File: config.mk
export PLATFORM = sky130hd
export DESIGN_NAME = cla_pipe_alu
export DESIGN_NICKNAME = d
export VERILOG_FILES = /design/src/rtl/cla_pkg.sv /design/src/rtl/cla_segment.sv /design/src/rtl/cla_pipe_alu.sv
export SDC_FILE = /design/constraint.sdc
export NUM_CORES = 1
export LEC_CHECK = 0
export CAP_MARGIN = 20
export CORE_ASPECT_RATIO = 1.25
export CORE_UTILIZATION = 49
export CTS_CLUSTER_DIAMETER = 40
export CTS_CLUSTER_SIZE = 10
export DETAILED_ROUTE_END_ITERATION = 6
export PLACE_DENSITY = 0.83
export SYNTH_ARGS = -nofsm -noshare
export SYNTH_HDL_FRONTEND = slang
export SYNTH_SLANG_ARGS = --single-unit
File: constraint.sdc
create_clock -name clk -period 2.1 [get_ports clk]
set_clock_uncertainty 0.2 [all_clocks]
set_input_delay 0.315 -clock clk [delete_from_list [all_inputs] [get_ports clk]]
set_output_delay 0.315 -clock clk [all_outputs]
set_load 0.1 [all_outputs]
File: src/rtl/cla_pkg.sv
// cla_pkg: op_e encoding (ADD, ADC, SUB, SBC) and c0_of, the carry-in into segment 0
package cla_pkg;
  typedef enum logic [1:0] {ADD = 2'd0, ADC = 2'd1, SUB = 2'd2, SBC = 2'd3} op_e;
  function automatic logic c0_of(input op_e op, input logic cin);
    return op[0] ? cin : op[1];
  endfunction
endpackage

File: src/rtl/cla_segment.sv
// cla_segment: SEG-bit carry-lookahead adder; a, b, ci -> s, co, c_msb (carry into the top bit)
module cla_segment #(
  parameter int SEG = 4
) (
  input  logic [SEG-1:0] a,
  input  logic [SEG-1:0] b,
  input  logic           ci,
  output logic [SEG-1:0] s,
  output logic           co,
  output logic           c_msb
);
  logic [SEG-1:0] g, p;
  logic [SEG:0]   c;
  logic           t;
  always_comb begin
    g = a & b;
    p = a ^ b;
    c[0] = ci;
    t = 1'b1;
    for (int i = 0; i < SEG; i++) begin
      c[i+1] = 1'b0;
      t = 1'b1;
      for (int j = i; j >= 0; j--) begin
        c[i+1] = c[i+1] | (t & g[j]);
        t = t & p[j];
      end
      c[i+1] = c[i+1] | (t & ci);
    end
    s = p ^ c[SEG-1:0];
    co = c[SEG];
    c_msb = c[SEG-1];
  end
endmodule

File: src/rtl/cla_pipe_alu.sv
// cla_pipe_alu: pipelined add/sub ALU, one CLA segment per stage; in_valid/in_ready/a/b/op/cin -> out_valid/out_ready/sum/cout/ovf
module cla_pipe_alu
  import cla_pkg::*;
#(
  parameter int WIDTH = 16,
  parameter int SEG   = 4
) (
  input  logic             clk,
  input  logic             rst,
  input  logic             in_valid,
  output logic             in_ready,
  input  logic [WIDTH-1:0] a,
  input  logic [WIDTH-1:0] b,
  input  op_e              op,
  input  logic             cin,
  output logic             out_valid,
  input  logic             out_ready,
  output logic [WIDTH-1:0] sum,
  output logic             cout,
  output logic             ovf
);
  localparam int STAGES = WIDTH / SEG;
  logic              adv;
  logic [STAGES-1:0] v_q, v_d, c_q, c_d, c_p;
  logic              ovf_q, ovf_d;
  logic [WIDTH-1:0]  a_q [STAGES], a_d [STAGES], a_p [STAGES];
  logic [WIDTH-1:0]  b_q [STAGES], b_d [STAGES], b_p [STAGES];
  logic [WIDTH-1:0]  s_q [STAGES], s_d [STAGES], s_p [STAGES];
  logic [SEG-1:0]    seg_s [STAGES];
  logic              seg_cm [STAGES];
  always_comb begin
    a_p[0] = a;
    b_p[0] = op[1] ? ~b : b;
    s_p[0] = '0;
    c_p = STAGES'({c_q, c0_of(op, cin)});
    for (int k = 1; k < STAGES; k++) begin
      a_p[k] = a_q[k-1];
      b_p[k] = b_q[k-1];
      s_p[k] = s_q[k-1];
    end
  end
  for (genvar k = 0; k < STAGES; k++) begin : g_seg
    cla_segment #(.SEG(SEG)) u_seg (
      .a     (a_p[k][k*SEG +: SEG]),
      .b     (b_p[k][k*SEG +: SEG]),
      .ci    (c_p[k]),
      .s     (seg_s[k]),
      .co    (c_d[k]),
      .c_msb (seg_cm[k])
    );
  end
  always_comb begin
    adv = !v_q[STAGES-1] | out_ready;
    v_d = STAGES'({v_q, in_valid});
    ovf_d = c_d[STAGES-1] ^ seg_cm[STAGES-1];
    for (int k = 0; k < STAGES; k++) begin
      a_d[k] = a_p[k];
      b_d[k] = b_p[k];
      s_d[k] = s_p[k];
      s_d[k][k*SEG +: SEG] = seg_s[k];
    end
    in_ready = adv;
    out_valid = v_q[STAGES-1];
    sum = s_q[STAGES-1];
    cout = c_q[STAGES-1];
    ovf = ovf_q;
  end
  always_ff @(posedge clk) begin
    if (rst) begin
      v_q <= '0;
      c_q <= '0;
      ovf_q <= 1'b0;
      for (int k = 0; k < STAGES; k++) begin
        a_q[k] <= '0;
        b_q[k] <= '0;
        s_q[k] <= '0;
      end
    end else if (adv) begin
      v_q <= v_d;
      c_q <= c_d;
      ovf_q <= ovf_d;
      a_q <= a_d;
      b_q <= b_d;
      s_q <= s_d;
    end
  end
endmodule

==> reports/qor.txt, run 1 <==
Status: complete, but fails checks
Failing checks: design-rule violations
Most common cell in the netlist: nand2_1
CTS tree: done
Top Family by Delay on Critical Path: compound AO/OA/AOI/OAI gates
Nature of the critical path endpoint: register
Mapped Cells: 492
Actual slew at the worst max-slew pin: 490 ps
R2r setup slk: 180 ps
Number of port buffers: 58
Die area: 8770 sq um
CP peak stage delay: 450 ps
Adder-cell share of the synthesized area: 0.0742
Largest family of logic cells by synthesized area: simple AND/OR/NAND/NOR gates
Post-CTS setup buffers: 0
Global placer's final weighted congestion: 0.811
Row Count: 37
WL per Instance: 12.2 um
Post-synth top flop: dfxtp_1
Ys async rst share: 0
Crit path time final: 2040 ps
Yosys warning count: 0
Cell taking the most area after synthesis: dfxtp_1
Initial Util: 0.502
Leakage power: 2.07 nW
Buf+Inv Stages, Crit Path: 1
Reg2reg end: ovf
Unique masters post-synth: 30
Hold crit path type: in -> reg
Vias in the first global route: 3111
CORE AREA: 8190 sq um
WHS Endpoint: s_d[32]
CTS Hold Bufs: 0
Area Growth Syn to Fin: 22.9%
Root Buffer: clkbuf_8
Post-route setup TNS: 0 ps
Post-route insts no fill: 650
# IOs: 59
Synth Area in Compound Gates: 0.168
Critical-path top delay cell: clkdlybuf4s50_1
First-pass GRT wire length: 13500 um
# DRC: 10
Fmax: 489 MHz
Post-Syn Area: 4110 sq um
Share of cells above drive strength 1: 0.114
Critical path arrival: 2100 ps
Chip width: 84.0 um
Unrepaired setup endpoints after global routing: no
Clk sinks: 97
Post-synth top cells: 137 x nand2_1, 97 x dfxtp_1, 71 x a21oi_1
Cell area power density: 770 nW/um^2
GRT Overall Usage: 0.190
Clock Tree Buf Depth: 2
Worst setup SP type: primary input
Cts bufs inserted: 9
CP Class: in -> reg
FF-to-FF Start: a_d[12]
Nets: 610
Final Hold Viols: 0
Post-synthesis mux area share: 0.00578
Synth top area share: 0.472
Max-slew headroom: 0.673
Router iterations before antenna repair: 6
Most used cell, CP: a21o_1
CP startpoint: b[1]
Tcrit/Tclk final: 0.974
# H-tree levels: 3
Initial antenna violation count: 0
Post-synthesis sequential area ratio: 0.472
Die Ht: 104 um
Min-delay src: rst
Placed Cells: 635
Post-Synth XOR/XNOR Area: 0.0426
Hold Path Stages: 2
Ranking of synthesized cells by area: dfxtp_1 47%, nand2_1 13%, a21oi_1 8.6%
Syn nets: 553
Post-synth EDFFs: 0
Syn Area/Cell: 8.36 sq um
Iteration-0 DRC Markers: 189
Post-Synth Simple-Gate Area: 0.190
Routed Antenna Nets: 0
Clock-pin slew on the worst setup and hold paths: 80 ps
Peak supply drop: 387 uV
Final count of pins violating max slew: 0
Worst endpoint required time: 2160 ps
Detailed placement HPWL: 5610 um
Largest net degree at the start of global routing: 50
Crit-path cells: clkdlybuf4s50_1 > xor2_2 > ha_1 > a21o_1 > a21o_1 > or3_1 > a31o_1
R2R depth: 5
Vias per Instance: 5.11
Post-Route WL: 7910 um
Routed via count: 3322
Max_cap viols: 0
Worst skew pair latency: 360 ps
N_diodes: 0
Crit Path Max Fanout: 2
Setup violations, final: 0
Flops & latches, synth: 97
Grt total ovfl: 0
## power by group
| group | total [mW] | switching, mW | internal [mW] |
|---|---|---|---|
| sequential | 2.02 | 0.0653 | 1.96 |
| combinational | 0.582 | 0.319 | 0.263 |
| clock | 1.28 | 0.587 | 0.696 |
## metrics by stage
step                hold WS [ps]  cell area, sq um  worst slack [ps]   util  power, mW
floorplan                    232              4140             -62.7      -       2.45
global placement             237              4850              -390  0.591       2.62
detailed placement           244              4850              -436  0.591       2.65
CTS                          198              5050              47.3  0.617       3.92
global route                 228              5050              7.02  0.617       4.07
finish                       211              5050              55.4  0.617       3.89
## per-layer routing
layer,share of wire,GRT usage,vias to the layer above
met5,0,0,-
met4,0.016,0.0862,0
met3,0.040,0.0476,10
met2,0.48,0.319,66
met1,0.47,0.227,1487
li1,-,-,1759
## cell type report
| type | count | area [sq um] |
|---|---|---|
| clock buffers | 12 | 145 |
| fillers | 704 | 3140 |
| clock inverters | 3 | 65.1 |
| flip-flops and latches | 97 | 1940 |
| well taps | 97 | 121 |
| multi-input cells | 354 | 1990 |
| inverters | 5 | 20.0 |
| repair buffers | 82 | 769 |
## how the worst max path moves through the flow
| stage | to | slack (ps) | depth (start not counted) |
|---|---|---|---|
| 3_3_place_gp | s_d[35] | -390 | 6 |
| 5_1_grt | s_d[35] | 7 | 7 |
| 6_report | s_d[35] | 60 | 7 |
| 2_1_floorplan | s_d[35] | -60 | 8 |
| 4_1_cts | s_d[35] | 50 | 7 |
| 3_5_place_dp | s_d[35] | -440 | 7 |
## placed cells by master (no fill, tap or decap), types with 3 or more instances in the layout
cell type	synthesis	routed
nand2_1	137	137
dfxtp_1	97	96
a21oi_1	71	71
buf_4	2	40
clkdlybuf4s50_1	0	36
nor2_1	30	30
a211oi_1	26	26
ha_1	18	18
xnor2_1	15	15
o21ai_0	12	12
clkbuf_8	0	10
a21o_1	5	5
nand3b_1	5	5
nor3_1	5	5
or3_1	5	5
buf_12	0	5
xor2_1	5	4
inv_1	5	4
fa_1	4	4
nand3_1	3	3
nor3b_1	3	3
## cell families (layout without fill, tap and decap cells)
family,after synthesis,count (layout)
mux,2,2
compound gates,119,119
xor+xnor,20,20
simple gates,191,191
fa+ha+maj,22,22
flops,97,97
buf+inv,41,102
## what timing repair did
item | in CTS | in global routing
setup endpoints to repair | 1 | 1
hold endpoints to repair | 0 | 0
pin swaps | 0 | 1
gates resized for setup | 1 | 0
## registers in the layout, indices dropped and copies added (netlist names)
name  flops
a_d      24
b_d      24
v_q       4
sum      16
ovf       1
s_d      24
c_q       4
No activity file was read; power rests on OpenSTA's default activity.
==> run 2, diff against run 1 <==
--- a/config.mk
+++ b/config.mk
@@ -11,6 +11,7 @@
 export CTS_CLUSTER_DIAMETER = 40
 export CTS_CLUSTER_SIZE = 10
 export DETAILED_ROUTE_END_ITERATION = 6
+export GPL_TIMING_DRIVEN = 0
 export PLACE_DENSITY = 0.83
 export SYNTH_ARGS = -nofsm -noshare
 export SYNTH_HDL_FRONTEND = slang
==> run 2 against run 1 <==
  * Worst setup slack got worse by 15 ps
  * Global-route usage increased by 3.2 points
  * Combinational power shrank 2%
  * Sequential cell count is the same
  * Fmax fell by 0.72%
  * Sequential share of layout area is essentially flat
  * Critical endpoint is now out_valid
  * Register-to-register slack improved by 30 ps
  * Largest power group unchanged
  * Power fell by 3.4%
  * The run still ends with design-rule violations left
  * Via count up 5.2%
==> reports/qor.txt, run 2 (synthesis results as in run 1) <==
Critical-path top delay cell: dlygate4sd2_1
Nets: 622
# IOs: 59
WL per Instance: 13.8 um
Worst setup SP type: register
Failing checks: design-rule violations
Crit-path cells: dlygate4sd2_1
Post-DP Area: 4820 sq um
Nature of the critical path endpoint: output port
Share of cells above drive strength 1: 0.0989
Vias per Instance: 5.27
Iteration-0 DRC Markers: 221
R2r setup slk: 210 ps
Die Ht: 104 um
Commonest non-fill, non-tap cell in the layout: nand2_1
Detailed placement HPWL: 6790 um
Global placer's final weighted congestion: 0.851
Die area: 8770 sq um
R2R depth: 5
Initial Util: 0.502
Critical path arrival: 1540 ps
Initial antenna violation count: 0
Hold Path Stages: 3
Clock Tree Buf Depth: 2
Most frequent cells in the layout: 137 x nand2_1, 96 x dfxtp_1, 71 x a21oi_1
FF-to-FF Start: a_d[12]
Final design utilization: 0.616
Tcrit/Tclk final: 0.981
Worst endpoint required time: 1580 ps
Clk sinks: 97
Final instance area: 5050 sq um
Max_cap viols: 0
Area Growth Syn to Fin: 22.7%
Top Family by Delay on Critical Path: buffers and inverters
Largest net degree at the start of global routing: 16
Row Count: 37
Crit Path Max Fanout: 2
Final Hold Viols: 0
Vias in the first global route: 3309
Post-route total power: 3.76 mW
Actual slew at the worst max-slew pin: 955 ps
# H-tree levels: 3
GRT Overall Usage: 0.222
Routed Antenna Nets: 0
Post-Route WL: 9180 um
Fillcell total: 701
CTS Hold Bufs: 0
Cts bufs inserted: 9
CP Class: reg -> out
Routed via count: 3494
CTS tree: done
CP peak stage delay: 840 ps
Min-delay src: op[1]
N_diodes: 0
Chip width: 84.0 um
CORE AREA: 8190 sq um
Hold crit path type: in -> reg
Final count of pins violating max slew: 0
Cell area power density: 744 nW/um^2
Root Buffer: clkbuf_8
Router iterations before antenna repair: 7
Grt total ovfl: 0
Worst skew pair latency: 370 ps
# DRC: 10
Setup violations, final: 0
Clock-pin slew on the worst setup and hold paths: 100 ps
Status: complete, but fails checks
Buf+Inv Stages, Crit Path: 1
First-pass GRT wire length: 15400 um
Reg2reg end: c_q[3]
Number of port buffers: 56
Leakage power: 2.06 nW
WHS Endpoint: b_d[40]
Max-slew headroom: 0.366
Peak supply drop: 294 uV
Crit path time final: 2060 ps
Fmax: 486 MHz
run 2: cell count changes in the layout (fill, tap and decap cells not counted), moves of 4 or more:
| cell | previous run | this run |
|---|---|---|
| buf_12 | 5 | 1 |
| buf_4 | 40 | 4 |
| buf_2 | 0 | 18 |
| clkbuf_1 | 2 | 9 |
| clkbuf_2 | 0 | 6 |
| clkdlybuf4s15_1 | 0 | 10 |
run 2: layout make-up:
cell class,instances,area (sq um),share of cell area
multi-input combinational,354,2010,0.397
sequential,97,1940,0.385
timing repair buffer,58,554,0.110
buffer,36,214,0.0424
clock buffer,12,165,0.0327
tap,97,121,0.0240
clock inverter,4,26.3,0.00520
inverter,5,18.8,0.00372
run 2: worst max path at each step:
stage	slack, ps	depth (start not counted)	endpoint	startpoint
5_1_grt	-8	7	in_ready	out_ready
3_3_place_gp	-1140	7	in_ready	out_ready
4_1_cts	-30	6	in_ready	v_q[3]
3_5_place_dp	-1150	7	in_ready	out_ready
6_report	40	1	out_valid	v_q[3]
2_1_floorplan	-60	8	s_d[35]	op[1]
run 2: worst reg2reg max path, stage by stage (launching register included):
cell,delay [ps]
dfxtp_1,350
ha_1,320
a211oi_1,290
o21bai_1,220
a211oi_1,310
nor3_1,80
run 2: what timing repair did:
item / CTS / global route
pin swaps: 0 / 2
buffers inserted: 0 / 2
gates resized for setup: 37 / 24
setup endpoints to repair: 20 / 18
run 2: per-layer routing:
layer / vias up / part of all wire / GRT usage
met5: - / 0 / 0
met4: 0 / 0.018 / 0.0911
met3: 13 / 0.048 / 0.0421
met2: 94 / 0.49 / 0.368
met1: 1597 / 0.45 / 0.283
li1: 1790 / - / -
run 2: metrics by stage:
| step | cells | worst slack, ps | hold slack [ps] | TNS, ps |
|---|---|---|---|---|
| after floorplan | 492 | -62.7 | 232 | -62.7 |
| after global placement | 645 | -1140 | 238 | -1750 |
| after detailed placement | 645 | -1150 | 243 | -1960 |
| after CTS | 661 | -25.7 | 67.8 | -25.7 |
| after global routing | 663 | -7.86 | 79.3 | -7.86 |
| final | 663 | 40.6 | 69.1 | 0 |
run 2: power by group:
| group | total [mW] | internal [mW] | switching (mW) | leakage [nW] |
|---|---|---|---|---|
| clock | 1.16 | 0.526 | 0.631 | 0.0984 |
| combinational | 0.572 | 0.246 | 0.326 | 1.17 |
| sequential | 2.03 | 1.96 | 0.0697 | 0.798 |
==> run 3, diff against run 2 <==
--- a/config.mk
+++ b/config.mk
@@ -13,6 +13,7 @@
 export DETAILED_ROUTE_END_ITERATION = 6
 export GPL_TIMING_DRIVEN = 0
 export PLACE_DENSITY = 0.83
+export REMOVE_ABC_BUFFERS = 1
 export SYNTH_ARGS = -nofsm -noshare
 export SYNTH_HDL_FRONTEND = slang
 export SYNTH_SLANG_ARGS = --single-unit
==> run 3 against run 2 <==
  * The run still ends with design-rule violations left
  * Fmax fell by 0.42%
  * Cell count decreased by 3.8%
  * Combinational power shrank 3%
  * Sequential share of layout area is essentially flat
  * Largest power group unchanged
==> reports/qor.txt, run 3 (synthesis results as in run 1) <==
Largest net degree at the start of global routing: 76
GRT Overall Usage: 0.194
Routed via count: 3369
# IOs: 59
Actual slew at the worst max-slew pin: 960 ps
Clock Tree Buf Depth: 2
Worst setup SP type: register
Share of cells above drive strength 1: 0.0702
Failing checks: design-rule violations
Crit path time final: 2070 ps
Die area: 8770 sq um
Status: complete, but fails checks
WL per Instance: 12.9 um
Crit-path cells: dlygate4sd2_1
Max-slew headroom: 0.363
Hold Path Stages: 2
Die Ht: 104 um
Met1 usage in global routing: 0.222
R2R depth: 5
Peak supply drop: 317 uV
Number of port buffers: 58
Root Buffer: clkbuf_8
Setup violations, final: 0
CP Class: reg -> out
Top Family by Delay on Critical Path: buffers and inverters
Clock-pin slew on the worst setup and hold paths: 90 ps
Area Growth Syn to Fin: 22.8%
N_diodes: 0
Commonest non-fill, non-tap cell in the layout: nand2_1
Initial antenna violation count: 0
Iteration-0 DRC Markers: 154
R2r setup slk: 230 ps
Fillcell total: 735
Max_cap viols: 0
Nets: 597
Global route hottest layer: met2
FF-to-FF Start: a_d[12]
Routed Antenna Nets: 0
GR met2 Demand/Resource: 0.348
Cts bufs inserted: 9
Vias per Instance: 5.28
Post-DP Area: 4730 sq um
CTS Hold Bufs: 0
Critical-path top delay cell: dlygate4sd2_1
Router iterations before antenna repair: 6
Global placer's final weighted congestion: 0.778
CP peak stage delay: 850 ps
WHS Endpoint: v_q[3]
Fmax: 484 MHz
# H-tree levels: 3
Min-delay src: rst
Cell area power density: 756 nW/um^2
Final instance area: 5050 sq um
Multi-input logic area: 2010 sq um
Crit Path Max Fanout: 2
Grt total ovfl: 0
Hold crit path type: in -> reg
Row Count: 37
Worst skew pair latency: 360 ps
Chip width: 84.0 um
Critical path arrival: 1550 ps
CTS tree: done
Worst endpoint required time: 1580 ps
Vias in the first global route: 3300
Detailed placement HPWL: 5110 um
Initial Util: 0.502
Post-route total power: 3.82 mW
Leakage power: 2.07 nW
Most frequent cells in the layout: 137 x nand2_1, 96 x dfxtp_1, 71 x a21oi_1
Clk sinks: 97
Final Hold Viols: 0
Tcrit/Tclk final: 0.985
CP startpoint: sum[4]
Buf+Inv Stages, Crit Path: 1
CORE AREA: 8190 sq um
Reg2reg end: sum[15]
Unrepaired setup endpoints after global routing: no
Final count of pins violating max slew: 0
Register Area: 1940 sq um
Post-Route WL: 8210 um
# DRC: 10
First-pass GRT wire length: 13800 um
Nature of the critical path endpoint: output port
Met3 usage: 0.0278
[run 3: area by class of cell]
cell class                 instances  area share
multi-input combinational        355       0.398
clock buffer                      14      0.0342
tap                               97      0.0240
timing repair buffer              68       0.145
sequential                        97       0.385
clock inverter                     2     0.00693
inverter                           5     0.00693
[run 3: worst max path at each step]
stage | to | slack [ps] | depth (start not counted)
after detailed placement | in_ready | -1380 | 6
after CTS | in_ready | -60 | 5
after global placement | in_ready | -9110 | 4
after global routing | sum[15] | 0.3 | 1
after floorplan | s_d[35] | -5870 | 4
final | sum[4] | 30 | 1
[run 3: per-layer routing]
metal  up-vias  wire, um
li1       1731         -
met1      1557      3650
met2        70      4170
met3        11       260
met4         0       130
met5         -         0
[run 3: timing repair]
action                     in CTS  in global routing
cloned                          1                  2
gates resized for setup        46                  9
buffers inserted                1                  3
pin swaps                       1                  0
setup endpoints to repair      89                 11
[run 3: power breakdown]
part / internal (mW) / switching, mW / leakage, nW
combinational: 0.238 / 0.317 / 1.16
clock: 0.648 / 0.598 / 0.107
sequential: 1.96 / 0.0619 / 0.798
total: 2.85 / 0.977 / 2.07
[run 3: through the flow]
step	hold WS [ps]	std cells	TNS, ps	setup WS [ps]	util
finish	202	638	0	31.8	0.617
global route	226	638	0	0.329	0.617
detailed placement	242	615	-54560	-1380	0.578
global placement	237	611	-785920	-9110	0.566
CTS	186	633	-57.6	-57.6	0.607
floorplan	184	456	-545590	-5870	-
